File: config.mk
export PLATFORM = sky130hd
export DESIGN_NAME = fakeram130_256x95_ctrl
export DESIGN_NICKNAME = d
export VERILOG_FILES = /design/src/rtl/fakeram130_ctrl_pkg.sv /design/src/rtl/fakeram_ctrl_rsp_fifo.sv /design/src/rtl/fakeram130_256x95_ctrl.sv
export SDC_FILE = /design/constraint.sdc
export NUM_CORES = 1
export LEC_CHECK = 0
export ABC_AREA = 1
export CAP_MARGIN = 30
export CORE_AREA = 5 5 228 230
export DETAILED_ROUTE_END_ITERATION = 8
export DIE_AREA = 0 0 233 235
export GPL_ROUTABILITY_DRIVEN = 0
export GPL_TIMING_DRIVEN = 0
export PLACE_DENSITY = 0.67
export SETUP_SLACK_MARGIN = 0.05
export SLEW_MARGIN = 20
export SYNTH_ARGS = -nofsm -noshare
export SYNTH_HDL_FRONTEND = slang
export SYNTH_SLANG_ARGS = --single-unit
File: constraint.sdc
create_clock -name clk -period 2.7 [get_ports clk]
set_input_delay 0.405 -clock clk [delete_from_list [all_inputs] [get_ports clk]]
set_output_delay 0.405 -clock clk [all_outputs]
set_load 0.01 [all_outputs]
File: src/rtl/fakeram130_ctrl_pkg.sv
// Shared constants, state type and request layout for the fakeram130_256x95 controller.
package fakeram130_ctrl_pkg;

  localparam int unsigned DefBits      = 95;
  localparam int unsigned DefWordDepth = 256;
  localparam int unsigned DefAddrWidth = 8;

  typedef enum logic [0:0] {
    INIT,
    RUN
  } fakeram_ctrl_state_e;

  typedef struct packed {
    logic                    we;
    logic [DefAddrWidth-1:0] addr;
    logic [DefBits-1:0]      data;
    logic [DefBits-1:0]      mask;
  } fakeram_req_t;

endpackage

File: src/rtl/fakeram_ctrl_rsp_fifo.sv
// Shift-register response FIFO: entry 0 is the registered head, push and pop may coincide.
module fakeram_ctrl_rsp_fifo #(
  parameter  int unsigned Width = 95,
  parameter  int unsigned Depth = 3,
  localparam int unsigned CntW  = $clog2(Depth + 1)
) (
  input  logic             clk,
  input  logic             rst_n,
  input  logic             push_in,
  input  logic [Width-1:0] push_data_in,
  input  logic             pop_in,
  output logic             valid_out,
  output logic [Width-1:0] data_out,
  output logic [CntW-1:0]  count_out
);

  logic [Width-1:0] mem_q [Depth];
  logic [Width-1:0] mem_d [Depth];
  logic [CntW-1:0]  count_q, count_d;
  logic             pop;

  assign pop = pop_in & (count_q != '0);

  always_comb begin
    mem_d   = mem_q;
    count_d = count_q;
    if (pop) begin
      for (int i = 0; i < int'(Depth) - 1; i++) begin
        mem_d[i] = mem_q[i+1];
      end
      mem_d[Depth-1] = '0;
      count_d        = count_q - CntW'(1);
    end
    // Credits upstream guarantee a free slot, so a push is never dropped.
    if (push_in) begin
      for (int i = 0; i < int'(Depth); i++) begin
        if (CntW'(i) == count_d) mem_d[i] = push_data_in;
      end
      count_d = count_d + CntW'(1);
    end
  end

  always_ff @(posedge clk or negedge rst_n) begin
    if (!rst_n) begin
      mem_q   <= '{default: '0};
      count_q <= '0;
    end else begin
      mem_q   <= mem_d;
      count_q <= count_d;
    end
  end

  assign valid_out = (count_q != '0);
  assign data_out  = mem_q[0];
  assign count_out = count_q;

endmodule

File: src/rtl/fakeram130_256x95_ctrl.sv
// Valid/ready front end for the fakeram130_256x95 1RW macro with credit-protected read returns.
// Optional post-reset zero-fill sweep is enabled by defining FAKERAM_CTRL_ZERO_INIT_EN.
module fakeram130_256x95_ctrl
  import fakeram130_ctrl_pkg::*;
#(
  parameter int unsigned BITS       = DefBits,
  parameter int unsigned WORD_DEPTH = DefWordDepth,
  parameter int unsigned ADDR_WIDTH = DefAddrWidth,
  parameter int unsigned RSP_ELS    = 3
) (
  input  logic                  clk,
  input  logic                  reset_n_in,
  input  logic                  req_v_in,
  output logic                  req_ready_out,
  input  logic                  req_we_in,
  input  logic [ADDR_WIDTH-1:0] req_addr_in,
  input  logic [BITS-1:0]       req_data_in,
  input  logic [BITS-1:0]       req_mask_in,
  output logic                  rsp_v_out,
  input  logic                  rsp_ready_in,
  output logic [BITS-1:0]       rsp_data_out,
  output logic                  busy_out,
  output logic                  ram_ce_out,
  output logic                  ram_we_out,
  output logic [ADDR_WIDTH-1:0] ram_addr_out,
  output logic [BITS-1:0]       ram_wd_out,
  output logic [BITS-1:0]       ram_w_mask_out,
  input  logic [BITS-1:0]       ram_rd_in
);

  localparam int unsigned CntW = $clog2(RSP_ELS + 1);

  fakeram_ctrl_state_e   state_q, state_d;
  logic                  ready_q, ready_d;
  logic                  rd_pending_q, rd_pending_d;
  logic                  accept, pop;
  logic                  init_active;
  logic [ADDR_WIDTH-1:0] sweep_addr;
  logic [CntW-1:0]       fifo_count, count_next;
  logic [CntW:0]         used_next;

`ifdef FAKERAM_CTRL_ZERO_INIT_EN
  logic [ADDR_WIDTH-1:0] sweep_q, sweep_d;

  always_comb begin
    state_d = state_q;
    sweep_d = sweep_q;
    if (state_q == INIT) begin
      sweep_d = sweep_q + ADDR_WIDTH'(1);
      if (sweep_q == ADDR_WIDTH'(WORD_DEPTH - 1)) state_d = RUN;
    end
  end

  always_ff @(posedge clk or negedge reset_n_in) begin
    if (!reset_n_in) begin
      state_q <= INIT;
      sweep_q <= '0;
    end else begin
      state_q <= state_d;
      sweep_q <= sweep_d;
    end
  end

  assign init_active = (state_q == INIT);
  assign sweep_addr  = sweep_q;
`else
  assign state_q     = RUN;
  assign state_d     = RUN;
  assign init_active = 1'b0;
  assign sweep_addr  = '0;
`endif

  assign busy_out = init_active;
  assign accept   = req_v_in & ready_q;
  assign pop      = rsp_v_out & rsp_ready_in;

  // Credits count reads accepted but not yet popped; writes share the gate.
  always_comb begin
    rd_pending_d = accept & ~req_we_in;
    count_next   = fifo_count + CntW'(rd_pending_q) - CntW'(pop);
    used_next    = {1'b0, count_next} + (CntW + 1)'(rd_pending_d);
    ready_d      = (state_d == RUN) && (used_next < (CntW + 1)'(RSP_ELS));
  end

  always_ff @(posedge clk or negedge reset_n_in) begin
    if (!reset_n_in) begin
      ready_q      <= 1'b0;
      rd_pending_q <= 1'b0;
    end else begin
      ready_q      <= ready_d;
      rd_pending_q <= rd_pending_d;
    end
  end

  assign req_ready_out = ready_q;

  always_comb begin
    ram_ce_out     = accept;
    ram_we_out     = accept & req_we_in;
    ram_addr_out   = req_addr_in;
    ram_wd_out     = req_data_in;
    ram_w_mask_out = req_mask_in;
    if (init_active) begin
      ram_ce_out     = 1'b1;
      ram_we_out     = 1'b1;
      ram_addr_out   = sweep_addr;
      ram_wd_out     = '0;
      ram_w_mask_out = '1;
    end
  end

  fakeram_ctrl_rsp_fifo #(
    .Width (BITS),
    .Depth (RSP_ELS)
  ) u_rsp_fifo (
    .clk          (clk),
    .rst_n        (reset_n_in),
    .push_in      (rd_pending_q),
    .push_data_in (ram_rd_in),
    .pop_in       (pop),
    .valid_out    (rsp_v_out),
    .data_out     (rsp_data_out),
    .count_out    (fifo_count)
  );

endmodule
==> flow_summary.html <==
<table>
<tr><th>Metric</th><th>Value</th></tr>
<tr><th colspan="2">Run status</th></tr>
<tr><td>Result of the run</td><td>finished clean</td></tr>
<tr><th colspan="2">GRT</th></tr>
<tr><td>Global-route wire length before repair</td><td>84,100 um</td></tr>
<tr><td>Number of antenna violations at the first check in global routing</td><td>8</td></tr>
<tr><td>Via count of the first global-routing pass</td><td>15.3k</td></tr>
<tr><td>Maximum number of pins on one net before global-route repair</td><td>99</td></tr>
<tr><td>Aggregate global routing overflow</td><td>0</td></tr>
<tr><td>GRT Resource Usage Total</td><td>19.0%</td></tr>
<tr><th colspan="2">Cells and area</th></tr>
<tr><td>Final #Nets</td><td>3,032</td></tr>
<tr><td>Layout overhead on the synthesized area</td><td>36.6%</td></tr>
<tr><td>Proportion of layout cells with a drive suffix above 1</td><td>17.8%</td></tr>
<tr><td>Combined area of the multi-input logic cells</td><td>5570 um^2</td></tr>
<tr><td>Register Area</td><td>7230 um^2</td></tr>
<tr><td>Number of fill cells</td><td>4,959</td></tr>
<tr><td>Final design area excluding fillers</td><td>23,000 um^2</td></tr>
<tr><th colspan="2">Clock tree</th></tr>
<tr><td>Worst-case clock buffer depth</td><td>3</td></tr>
<tr><td>Clock transition at the register clock pins on the worst setup and hold paths after CTS</td><td>0.06 ns</td></tr>
<tr><td>Number of H-tree levels</td><td>2</td></tr>
<tr><td>Insertion delay to the later sink of the worst-skew pair</td><td>0.53 ns</td></tr>
<tr><td>Clock tree from TritonCTS</td><td>done</td></tr>
<tr><td>Number of buffers added by the clock tree synthesis step</td><td>35</td></tr>
<tr><td>Sinks on the clock net</td><td>289</td></tr>
<tr><td>Library cell used as clock root buffer</td><td>clkbuf_16</td></tr>
<tr><th colspan="2">Detailed routing</th></tr>
<tr><td>Routed length on met3</td><td>3450 um</td></tr>
<tr><td>DRC violation count after routing</td><td>0</td></tr>
<tr><td>Drt initial violations</td><td>984</td></tr>
<tr><td>Detailed-routing wirelength on met1</td><td>22,700 um</td></tr>
<tr><td>Amount of wire on met2 after detailed routing</td><td>26,800 um</td></tr>
<tr><td>Antenna-violating nets left</td><td>0</td></tr>
<tr><td>Iteration count of the initial detailed-routing pass</td><td>5</td></tr>
<tr><td>Drt wl/cell</td><td>16.0 um</td></tr>
<tr><td>Final routed wirelength across all metal layers</td><td>54,700 um</td></tr>
<tr><td>Number of vias per cell after detailed routing</td><td>4.53</td></tr>
<tr><td>Top layer in use</td><td>met5</td></tr>
<tr><td>Detailed-route via count</td><td>15.5k</td></tr>
<tr><th colspan="2">Critical path</th></tr>
<tr><td>Largest fanout on the critical path</td><td>10</td></tr>
<tr><td>Setup slack on the worst flop-to-flop path</td><td>0.17 ns</td></tr>
<tr><td>Worst Setup EP</td><td>rsp_v_out</td></tr>
<tr><td>Required time at the endpoint of the critical path</td><td>2.30 ns</td></tr>
<tr><td>Arrival time of data at the critical path endpoint</td><td>2.15 ns</td></tr>
<tr><td>Critical Path, Cell by Cell</td><td>inv_1, ha_1, inv_2, buf_2, clkdlybuf4s50_1</td></tr>
<tr><td>Worst reg2reg endpoint</td><td>u_rsp_fifo.mem_q[43]</td></tr>
<tr><td>Class of the most critical setup path</td><td>register to output port</td></tr>
<tr><td>Number of gates on the worst path with buffers counted</td><td>5</td></tr>
<tr><td>Depth of the worst register-to-register path</td><td>12</td></tr>
<tr><td>Start point of the critical path</td><td>u_rsp_fifo.count_out[1]</td></tr>
<tr><td>Delay contributed by the slowest stage of the critical path</td><td>0.60 ns</td></tr>
<tr><td>Worst path slowest cell</td><td>clkdlybuf4s50_1</td></tr>
<tr><td>Number of buffers and inverters on the critical path</td><td>4</td></tr>
<tr><td>Capturing element type of the critical path</td><td>output port</td></tr>
<tr><td>CP delay by family, top</td><td>buffers and inverters</td></tr>
<tr><td>Critical register-to-register path startpoint</td><td>u_rsp_fifo.count_out[1]</td></tr>
<tr><td>CP startpoint kind</td><td>register</td></tr>
<tr><th colspan="2">Die</th></tr>
<tr><td>Number of rows in the core area</td><td>82</td></tr>
<tr><td>Top-level I/O count</td><td>596</td></tr>
<tr><td>Core Area</td><td>49,700 um^2</td></tr>
<tr><td>Die Ht</td><td>235 um</td></tr>
<tr><td>Chip width</td><td>233 um</td></tr>
<tr><td>Initial core utilization</td><td>33.9%</td></tr>
<tr><td>Area enclosed by the die boundary</td><td>54,800 um^2</td></tr>
<tr><th colspan="2">Timing</th></tr>
<tr><td>Final Max Tran Viols</td><td>0</td></tr>
<tr><td>Tmin final</td><td>2.56 ns</td></tr>
<tr><td>Slew margin rel.</td><td>48.6%</td></tr>
<tr><td>Ratio of final minimum period to clock period</td><td>94.7%</td></tr>
<tr><td>Hold slack final</td><td>0.486 ns</td></tr>
<tr><td>Final setup viols</td><td>0</td></tr>
<tr><td>Transition time at the pin with the least slew margin</td><td>0.770 ns</td></tr>
<tr><td>Worst Clk Skew</td><td>0.0125 ns</td></tr>
<tr><td>Achievable clock frequency</td><td>391 MHz</td></tr>
<tr><td>Hold violation count in the final report</td><td>0</td></tr>
<tr><td>Setup repair after global routing missed its margin</td><td>false</td></tr>
<tr><th colspan="2">Synthesis</th></tr>
<tr><td>Number of enable-type register cells in the synthesized netlist</td><td>0</td></tr>
<tr><td>Fraction of synthesized area in multiplexers</td><td>0%</td></tr>
<tr><td>Area share of the leading cell type in the synthesized netlist</td><td>42.9%</td></tr>
<tr><td>Async SR Flop Fraction</td><td>100%</td></tr>
<tr><td>Dominant combinational cell family by area after synthesis</td><td>simple AND/OR/NAND/NOR gates</td></tr>
<tr><td>Synthesis warning total</td><td>0</td></tr>
<tr><td>Synth Area in XOR/XNOR</td><td>0%</td></tr>
<tr><td>Most frequent cell after synthesis</td><td>nand2_1</td></tr>
<tr><td>Net count of the mapped netlist</td><td>2,594</td></tr>
<tr><td>Post-synthesis adder-cell area fraction</td><td>0.594%</td></tr>
<tr><td>Simple-gate area share of the yosys netlist</td><td>32.4%</td></tr>
<tr><td>Synthesized flop and latch total</td><td>289</td></tr>
<tr><td>Leading area contributor after synthesis</td><td>dfrtp_1</td></tr>
<tr><td>Compound-cell area share of the yosys netlist</td><td>0.0297%</td></tr>
<tr><td>Most frequently used flop master after synthesis</td><td>dfrtp_1</td></tr>
<tr><td>Top cells by instance count after synthesis</td><td>nand2_1, nand3_1, buf_4</td></tr>
<tr><td>Leading post-synthesis cells by cell area</td><td>dfrtp_1, nand3_1, nand2_1</td></tr>
<tr><td>Avg Cell Area, Syn</td><td>7.37 um^2</td></tr>
<tr><td>Synthesized instance count</td><td>2,288</td></tr>
<tr><td>Post-synthesis cell area</td><td>16,900 um^2</td></tr>
<tr><td>Distinct cell type count after synthesis</td><td>17</td></tr>
<tr><td>Part of the Yosys area used for sequential elements</td><td>42.9%</td></tr>
<tr><th colspan="2">Flow run</th></tr>
<tr><td>Max_cap viols</td><td>0</td></tr>
<tr><th colspan="2">Placement</th></tr>
<tr><td>Placed Instance Area</td><td>21,700 um^2</td></tr>
<tr><td>Final HPWL DP</td><td>41,600 um</td></tr>
<tr><td>Buffers on Ports</td><td>396</td></tr>
<tr><th colspan="2">Pwr</th></tr>
<tr><td>Total power density per cell area</td><td>988 nW/um^2</td></tr>
<tr><td>LEAKAGE</td><td>12.2 nW</td></tr>
<tr><td>Max VDD drop</td><td>0.000394 V</td></tr>
<tr><th colspan="2">Worst hold path</th></tr>
<tr><td>Worst min path class</td><td>input pin to register</td></tr>
</table>
-- cells by family (layout without fill, tap and decap cells) --
logic type                 count (synthesis)  in the layout
and+or+nand+nor                         1254           1254
buffers and inverters                    735           1195
DFF                                      289            289
adders and majority gates                  8              8
other                                      1              6
AOI/OAI and AO/OA                          1              1
-- sequential cells by signal (all words and copies together) (netlist names) --
name                  flops
rd_pending_q              1
u_rsp_fifo.mem_q        190
req_ready_out             1
u_rsp_fifo.data_out      95
u_rsp_fifo.count_out      2
-- power by group --
| part | switching, mW | internal (mW) |
|---|---|---|
| Clock | 1.83 | 2.90 |
| Combinational | 5.93 | 5.06 |
| Sequential | 0.808 | 6.22 |
-- timing repair --
| item | CTS | global route |
|---|---|---|
| setup buffers | 0 | 3 |
| setup endpoints to repair | 289 | 214 |
| hold buffers | 1 | 0 |
| endpoints found under the hold margin | 94 | 0 |
| gates resized for setup | 21 | 19 |
-- cells in the final DEF, fill, tap and decap left out, types with 4 or more instances in the layout --
cell type | netlist | final
buf_1 | 4 | 4
buf_6 | 0 | 4
diode_2 | 0 | 5
clkbuf_16 | 0 | 37
buf_2 | 106 | 89
clkbuf_8 | 0 | 8
clkinv_2 | 0 | 4
buf_4 | 311 | 318
nand2_1 | 673 | 673
clkbuf_4 | 0 | 6
dfrtp_1 | 289 | 289
clkbuf_2 | 0 | 4
clkbuf_1 | 18 | 20
nand3_1 | 572 | 572
ha_1 | 8 | 8
clkdlybuf4s50_1 | 0 | 395
inv_1 | 293 | 293
-- worst min-delay path by stage --
| stage | to | cells past startpoint | from |
|---|---|---|---|
| after CTS | u_rsp_fifo.data_out[39] | 3 | ram_rd_in[39] |
| final | u_rsp_fifo.data_out[39] | 3 | ram_rd_in[39] |
| after floorplan | rd_pending_q | 0 | reset_n_in |
| after global routing | u_rsp_fifo.mem_q[129] | 3 | ram_rd_in[34] |
| after global placement | u_rsp_fifo.mem_q[1] | 2 | u_rsp_fifo.mem_q[1] |
| after detailed placement | u_rsp_fifo.mem_q[1] | 2 | u_rsp_fifo.mem_q[1] |
-- worst register-to-register path, cell delays in order (launching register included) --
cell      delay, ns
dfrtp_1        0.40
inv_1          0.09
ha_1           0.16
inv_2          0.07
nand2_8        0.13
buf_12         0.15
inv_1          0.05
ha_1           0.33
ha_1           0.15
buf_2          0.17
clkbuf_1       0.48
nand3_1        0.16
nand2_1        0.10
-- cell type report --
| class | count | share of cell area (%) |
|---|---|---|
| Sequential cell | 289 | 31.4 |
| Multi-Input combinational cell | 1264 | 24.2 |
| Timing Repair Buffer | 402 | 17.6 |
| Buffer | 438 | 13.2 |
| Inverter | 296 | 4.84 |
| Clock buffer | 52 | 4.61 |
| Tap cell | 672 | 3.65 |
| Clock inverter | 7 | 0.386 |
| Antenna cell | 5 | 0.0544 |
-- metal layers --
metal | vias to the layer above | GRT usage, %
met3 | 88 | 3.11
met5 | - | 0
met2 | 500 | 32.7
li1 | 7662 | -
met1 | 7277 | 24.0
met4 | 4 | 6.86
-- stage by stage --
step / instances / setup TNS [ns] / worst slack [ns] / utilization (%) / power, mW
after CTS: 3417 / 0 / 0.0521 / 46.2 / 22.9
after detailed placement: 3358 / -214.95 / -0.878 / 43.7 / 18.0
final: 3425 / 0 / 0.143 / 46.4 / 22.7
after global routing: 3425 / 0 / 0.0527 / 46.4 / 24.5
after global placement: 3356 / -3413.01 / -11.10 / 43.6 / 17.8
after floorplan: 2288 / 0 / 0.299 / - / 13.9
No activity file was read; power rests on OpenSTA's default activity.
